[src/rtl/sound_cmd_queue_if.sv]
// Bus bundle between the main CPU / sound CPU side and the sound command queue.
// The master modport is the CPU-side driver; the slave modport is the queue itself.
interface sound_cmd_queue_if;
   logic       mcpu_wr;
   logic [7:0] mcpu_din;
   logic       scpu_rd;
   logic       scpu_iack;
   logic       ovf_clr;
   logic [7:0] scpu_dout;
   logic       scpu_int;
   logic [2:0] q_count;
   logic       q_empty;
   logic       q_full;
   logic       overflow;

   modport master (
      output mcpu_wr, mcpu_din, scpu_rd, scpu_iack, ovf_clr,
      input  scpu_dout, scpu_int, q_count, q_empty, q_full, overflow
   );

   modport slave (
      input  mcpu_wr, mcpu_din, scpu_rd, scpu_iack, ovf_clr,
      output scpu_dout, scpu_int, q_count, q_empty, q_full, overflow
   );
endinterface

[src/rtl/sound_cmd_queue.sv]
// Main-CPU to sound-CPU command queue with edge-detected strobes and an interrupt FSM.
// Define SOUND_CMD_QUEUE_FIFO_EN for a 4-deep FIFO; otherwise a single overwriting latch.
module sound_cmd_queue (
   input logic               clk_sys,
   input logic               reset,
   sound_cmd_queue_if.slave  bus
);

   typedef enum logic [1:0] {IDLE, PEND, SERVICE} int_state_t;

   int_state_t state;
   logic       int_r;
   logic       wr_q, rd_q, iack_q;
   logic       push, pop, iack_rise;
   logic       q_empty, q_full;
   logic       ovf_event;
   logic       overflow_r;
   logic [2:0] count;
   logic [7:0] head;

   // Strobes are level signals held for a whole bus cycle, so act only on their first edge.
   always_ff @(posedge clk_sys or posedge reset) begin
      if (reset) begin
         wr_q   <= 1'b0;
         rd_q   <= 1'b0;
         iack_q <= 1'b0;
      end else begin
         wr_q   <= bus.mcpu_wr;
         rd_q   <= bus.scpu_rd;
         iack_q <= bus.scpu_iack;
      end
   end

   assign push      = bus.mcpu_wr & ~wr_q;
   assign pop       = bus.scpu_rd & ~rd_q & ~q_empty;
   assign iack_rise = bus.scpu_iack & ~iack_q;

`ifdef SOUND_CMD_QUEUE_FIFO_EN
   logic [7:0] mem [4];
   logic [1:0] wr_ptr, rd_ptr;
   logic       do_write;

   // When full, a simultaneous pop frees the slot the write pointer is aiming at.
   assign do_write  = push & (~q_full | pop);
   assign ovf_event = push & q_full & ~pop;
   assign q_empty   = (count == 3'd0);
   assign q_full    = (count == 3'd4);
   assign head      = mem[rd_ptr];

   always_ff @(posedge clk_sys) begin
      if (do_write) mem[wr_ptr] <= bus.mcpu_din;
   end

   always_ff @(posedge clk_sys or posedge reset) begin
      if (reset) begin
         wr_ptr <= 2'd0;
         rd_ptr <= 2'd0;
         count  <= 3'd0;
      end else begin
         if (do_write) wr_ptr <= wr_ptr + 2'd1;
         if (pop)      rd_ptr <= rd_ptr + 2'd1;
         case ({do_write, pop})
            2'b10:   count <= count + 3'd1;
            2'b01:   count <= count - 3'd1;
            default: count <= count;
         endcase
      end
   end
`else
   logic [7:0] held;
   logic       held_valid;

   // A push into a full latch replaces the byte; the lost command is flagged as overflow.
   assign ovf_event = push & q_full & ~pop;
   assign q_empty   = ~held_valid;
   assign q_full    = held_valid;
   assign count     = {2'b00, held_valid};
   assign head      = held;

   always_ff @(posedge clk_sys) begin
      if (push) held <= bus.mcpu_din;
   end

   always_ff @(posedge clk_sys or posedge reset) begin
      if (reset) begin
         held_valid <= 1'b0;
      end else if (push) begin
         held_valid <= 1'b1;
      end else if (pop) begin
         held_valid <= 1'b0;
      end
   end
`endif

   always_ff @(posedge clk_sys or posedge reset) begin
      if (reset) begin
         overflow_r <= 1'b0;
      end else if (ovf_event) begin
         overflow_r <= 1'b1;
      end else if (bus.ovf_clr) begin
         overflow_r <= 1'b0;
      end
   end

   // The interrupt line is held only while waiting for acknowledge; SERVICE waits for the read.
   always_ff @(posedge clk_sys or posedge reset) begin
      if (reset) begin
         state <= IDLE;
         int_r <= 1'b0;
      end else begin
         case (state)
            IDLE: begin
               if (!q_empty) begin
                  state <= PEND;
                  int_r <= 1'b1;
               end
            end
            PEND: begin
               if (iack_rise) begin
                  state <= SERVICE;
                  int_r <= 1'b0;
               end
            end
            SERVICE: begin
               if (pop) state <= IDLE;
            end
            default: begin
               state <= IDLE;
               int_r <= 1'b0;
            end
         endcase
      end
   end

   assign bus.scpu_dout = q_empty ? 8'hFF : head;
   assign bus.scpu_int  = int_r;
   assign bus.q_count   = count;
   assign bus.q_empty   = q_empty;
   assign bus.q_full    = q_full;
   assign bus.overflow  = overflow_r;

endmodule

[src/flat_wrapper.sv]
// flat-port wrapper written by rule: the top's interface ports become plain ports
module sound_cmd_queue_flat 
  (clk_sys, reset, bus_mcpu_wr, bus_mcpu_din, bus_scpu_rd, bus_scpu_iack, bus_ovf_clr, bus_scpu_dout, bus_scpu_int, bus_q_count, bus_q_empty, bus_q_full, bus_overflow);
  sound_cmd_queue_if bus_i ();
  input logic clk_sys;
  input logic reset;
  input wire logic [$bits(bus_i.mcpu_wr)-1:0] bus_mcpu_wr;
  input wire logic [$bits(bus_i.mcpu_din)-1:0] bus_mcpu_din;
  input wire logic [$bits(bus_i.scpu_rd)-1:0] bus_scpu_rd;
  input wire logic [$bits(bus_i.scpu_iack)-1:0] bus_scpu_iack;
  input wire logic [$bits(bus_i.ovf_clr)-1:0] bus_ovf_clr;
  output wire logic [$bits(bus_i.scpu_dout)-1:0] bus_scpu_dout;
  output wire logic [$bits(bus_i.scpu_int)-1:0] bus_scpu_int;
  output wire logic [$bits(bus_i.q_count)-1:0] bus_q_count;
  output wire logic [$bits(bus_i.q_empty)-1:0] bus_q_empty;
  output wire logic [$bits(bus_i.q_full)-1:0] bus_q_full;
  output wire logic [$bits(bus_i.overflow)-1:0] bus_overflow;
  assign bus_i.mcpu_wr = bus_mcpu_wr;
  assign bus_i.mcpu_din = bus_mcpu_din;
  assign bus_i.scpu_rd = bus_scpu_rd;
  assign bus_i.scpu_iack = bus_scpu_iack;
  assign bus_i.ovf_clr = bus_ovf_clr;
  assign bus_scpu_dout = bus_i.scpu_dout;
  assign bus_scpu_int = bus_i.scpu_int;
  assign bus_q_count = bus_i.q_count;
  assign bus_q_empty = bus_i.q_empty;
  assign bus_q_full = bus_i.q_full;
  assign bus_overflow = bus_i.overflow;
  sound_cmd_queue u_core (.clk_sys(clk_sys), .reset(reset), .bus(bus_i));
endmodule
[config.mk]
export PLATFORM = sky130hd
export DESIGN_NAME = sound_cmd_queue_flat
export DESIGN_NICKNAME = d
export VERILOG_FILES = /design/src/rtl/sound_cmd_queue_if.sv /design/src/rtl/sound_cmd_queue.sv /design/src/flat_wrapper.sv
export SDC_FILE = /design/constraint.sdc
export NUM_CORES = 1
export LEC_CHECK = 0
export ABC_AREA = 1
export ABC_CLOCK_PERIOD_IN_PS = 2100
export BUFFER_PORTS_ARGS = -buffer_cell sky130_fd_sc_hd__clkbuf_2
export CORE_AREA = 3 3 41 43
export DETAILED_ROUTE_END_ITERATION = 12
export DIE_AREA = 0 0 44 46
export PLACE_DENSITY = 0.77
export SYNTH_ARGS = -nofsm -noshare
export SYNTH_HDL_FRONTEND = slang
export SYNTH_SLANG_ARGS = --single-unit
[constraint.sdc]
create_clock -name clk_sys -period 2.1 [get_ports clk_sys]
set_input_delay 0.21 -clock clk_sys [delete_from_list [all_inputs] [get_ports clk_sys]]
set_output_delay 0.21 -clock clk_sys [all_outputs]
set_load 0.1 [all_outputs]
# Yosys cells after proc, flatten, opt, wreduce, memory -nomap -nowiden

Cells that the tools add are included.

Register bits after elaboration: 16
Output and inout port bits: 15

Equality and inequality tests: 5
Muxes and demuxes: 12
Bitwise operators: 12
Reductions and logical operators: 5

Operator list:

| cell                 | number |
|---|---|
| $mux W8              | 1 |
| $and A1 B1 Y1        | 6 |
| $mux W1              | 6 |
| $mux W2              | 3 |
| $ne A2 B1 Y1 const B | 3 |
| $not A1 Y1           | 6 |
| $pmux W2 S3          | 1 |
| $reduce_and A3 Y1    | 2 |
| $reduce_bool A2 Y1   | 2 |
| $pmux W1 S3          | 1 |
| $eq A2 B1 Y1 const B | 1 |
| $eq A2 B2 Y1 const B | 1 |
| $logic_not A2 Y1     | 1 |

# Longest topological paths before layout

Word-level depth: 6
Depth in mapped cells: 6

# Least setup slack after synthesis

No wires, ideal clock.

Path kind: register to output
Start: register u_core.held_valid, in the netlist u_core.bus.q_full
End: output bus_scpu_dout[0]
Data arrival time: 2210 ps
Setup slack: -320 ps
Cell stages (with the launch flop): 3
Path buffers: 0
Cells stage by stage: dfrtp_1 > inv_2 > or2_1

Longest elaborated chain between the ends: 1

RTL lines:

| element                  | line                   | source |
|---|---|---|
| start: declaration       | sound_cmd_queue.sv:71  | `logic held_valid;` |
| start signal: assignment | sound_cmd_queue.sv:86  | `held_valid <= 1'b0;` |
| start signal: assignment | sound_cmd_queue.sv:88  | `held_valid <= 1'b1;` |
| start signal: assignment | sound_cmd_queue.sv:90  | `held_valid <= 1'b0;` |
| $mux W8                  | sound_cmd_queue.sv:135 | `assign bus.scpu_dout = q_empty ? 8'hFF : head;` |
| end: declaration         | flat_wrapper.sv:12     | `output wire logic [$bits(bus_i.scpu_dout)-1:0] bus_scpu_dout;` |

No other way between the ends.

# Worst setup path in the final report

Start: register u_core.held_valid, in the netlist u_core.bus.q_full
End: output bus_scpu_dout[4]

The elaborated chain is that of the path after synthesis.

==> results.json <==
{
  "dpl.hpwl_um": 827,
  "rows": 13,
  "slew_headroom": 0.5207,
  "tightest_slew_ns": 0.7164,
  "clk_latency_ns": 0.28,
  "criticalPathCategory": "flip-flop to output pin",
  "hold_path.class": "primary input to flip-flop",
  "synth_xor_area_frac": 0,
  "fin_util": 0.6013,
  "combPwrFrac": 0.432,
  "cts_made_buffers": 3,
  "p_sw_w": 0.0004886,
  "cp_data_required_time_ns": 1.89,
  "synth_top_family_by_area": "simple AND/OR/NAND/NOR gates",
  "synth_top_area_frac": 0.3848,
  "synth-compound-area-share": 0.02004,
  "avgSynthCellArea_um2": 11.56,
  "start_util": 0.4681,
  "synth.area.top_cells": "edfxtp_1 (38%), dfrtp_1 (32%), or2_1 (8.0%)",
  "die_w_um": 44,
  "netlist_area_um2": 624.3,
  "gp_congestion": 0.7444,
  "synth_fa_ha_area_frac": 0,
  "fmaxAchievable_ghz": 0.6108,
  "drive_above_1_share": 0.3855,
  "intPower_w": 0.0005538,
  "grt_pass1_wl_um": 1587,
  "rsz0062_at_grt": "no",
  "clkPwrFrac": 0.185,
  "syn2layout_area_growth_pct": 28.46,
  "grt_max_degree": 11,
  "cp_max_fo": 9,
  "yosysWarnings": 0,
  "vias": 430,
  "p_seq_frac": 0.384,
  "layout.cells.non_filler": 98,
  "wl_per_cell_um": 10.43,
  "powerDensity_mw_per_mm2": 1300,
  "setup.worst_path.end_class": "output pin",
  "arrival_ns": 1.43,
  "drc_errors": 0,
  "die_y_um": 46,
  "final_nets": 98,
  "ys_seq_area_frac": 0.7054,
  "final.setup.tns_ns": 0,
  "portBuffers": 26,
  "power.static_leakage_nw": 0.4137,
  "ys_types": 12,
  "hold_viol_final": 0,
  "finalCritPeriodShare": 0.7796,
  "vias_per_cell": 4.388,
  "grt_usage": 0.1142,
  "setup_violations": 0,
  "drv_cap": 0,
  "fin_skew_ns": 0.002340,
  "drtIter0Drc": 7,
  "period_needed_ns": 1.637,
  "ctsLongestPathBuffers": 2,
  "wirelength_um": 1022,
  "fp.dieArea_mm2": 0.002024,
  "muxShareOfSynthArea": 0,
  "clkTransAtPathRegs_ns": 0.09,
  "start_kind": "flip-flop",
  "ant_nets": 0,
  "netlist_instances": 54,
  "p_sw_frac": 0.4688,
  "grt_pass1_vias": 357,
  "hold_slack_ns": 0.04453,
  "slew_violations": 0,
  "synth-simple-area-share": 0.1844,
  "firstDrtPassIters": 4,
  "num_io_pins": 29,
  "h-tree-depth": 1,
  "yosysTopAreaCell": "edfxtp_1",
  "cts_root_buf": "clkbuf_4",
  "outcome": "finished, final reports clean",
  "num_antenna_cells": 0,
  "peakVddDrop_uv": 847.0,
  "core_area_mm2": 0.001334,
  "grt_antenna_before_repair": 0,
  "clock-sinks": 16,
  "dp_cells": 93,
  "cts_tree": "built",
  "synth-seq-cells": 16,
  "grt-ovfl-total": 0
}
[final cells by class]
cell class	count	area (um^2)
Multi-Input combinational cell	28	135.1
Inverter	8	30.03
Clock buffer	4	36.28
Fill cell	117	531.8
Sequential cell	16	441.7
Timing Repair Buffer	27	140.1
Tap cell	15	18.77
[logic make-up after synthesis]
group / Yosys count
flip-flops: 16
other: 1
buffers and inverters: 11
AND/OR/NAND/NOR: 24
AO/OA/AOI/OAI: 2
[final timing paths]
| path | end | startpoint | cells past startpoint | slack (ns) |
|---|---|---|---|---|
| worst max-delay path | bus_scpu_dout[4] | u_core.bus.q_full | 3 | 0.46 |
| worst min-delay path | u_core.wr_q | bus_mcpu_wr | 1 | 0.04 |
| worst max register to register | u_core.head[4] | u_core.wr_q | 1 | 0.81 |
| worst min register to register | u_core.bus.scpu_int | u_core.bus.scpu_int | 2 | 0.50 |
| max in group asynchronous | u_core.bus.q_full | reset | 3 | 1.45 |
| min in group asynchronous | u_core.bus.scpu_int | reset | 3 | 0.40 |
[power by group through the flow]
| stage | clock network, W | logic (W) | registers (W) |
|---|---|---|---|
| floorplan | 0 | 0.000281 | 0.000511 |
| global placement | 0 | 0.000447 | 0.000403 |
| detailed placement | 0 | 0.000450 | 0.000407 |
| CTS | 0.000201 | 0.000453 | 0.000400 |
| global route | 0.000214 | 0.000474 | 0.000406 |
| finish | 0.000193 | 0.000450 | 0.000400 |
[state kept, by name, summed over array words and instances (netlist names)]
| name | flops |
|---|---|
| u_core.bus.scpu_int | 1 |
| u_core.wr_q | 1 |
| u_core.bus.q_full | 1 |
| u_core.iack_q | 1 |
| u_core.state | 2 |
| u_core.bus.overflow | 1 |
| u_core.head | 8 |
| u_core.rd_q | 1 |
[synthesized netlist by cell type]
master and count:
nand2_1 10, dfrtp_1 8, edfxtp_1 8, or2_1 8
inv_1 7, nand3_1 4, buf_4 3, nor2_1 2
a21o_1 1, conb_1 1, inv_2 1, o21ai_0 1
[what timing repair did]
item,in CTS,in global routing
hold buffers,1,0
resized for setup,0,0
hold endpoints to repair,8,0
buffers inserted,0,0
[layer usage]
layer	up-vias	share of wire	global-route usage
met3	4	0.12	0.03557
met5	-	0	0
li1	224	-	-
met1	176	0.41	0.1527
met2	26	0.44	0.1599
met4	0	0.024	0.07229
[through the flow]
stage / total power, W / setup slack, ns / cell area (um^2)
2_1_floorplan: 0.0007922 / 0.009471 / 629.4
6_report: 0.001042 / 0.4628 / 802.0
4_1_cts: 0.001054 / 0.4368 / 802.0
3_5_place_dp: 0.0008566 / 0.7514 / 755.7
5_1_grt: 0.001094 / 0.3541 / 802.0
3_3_place_gp: 0.0008500 / 0.7928 / 755.7
[critical path, cell delays in order (launching register included)]
cell and delay (ns):
dfrtp_2 0.47, inv_2 0.12, or2_1 0.11, clkbuf_2 0.45
[cell usage in the layout, fill, tap and decap left out]
master and instances:
a21o_1 1, clkbuf_2 26, clkbuf_4 3, clkbuf_8 1, conb_1 2, dfrtp_1 7
dfrtp_2 1, dlygate4sd3_1 1, edfxtp_1 8, inv_1 7, inv_2 1, nand2_1 10
nand3_1 4, nor2_1 2, o21ai_0 1, or2_1 8
(Power assumes the default switching activity.)
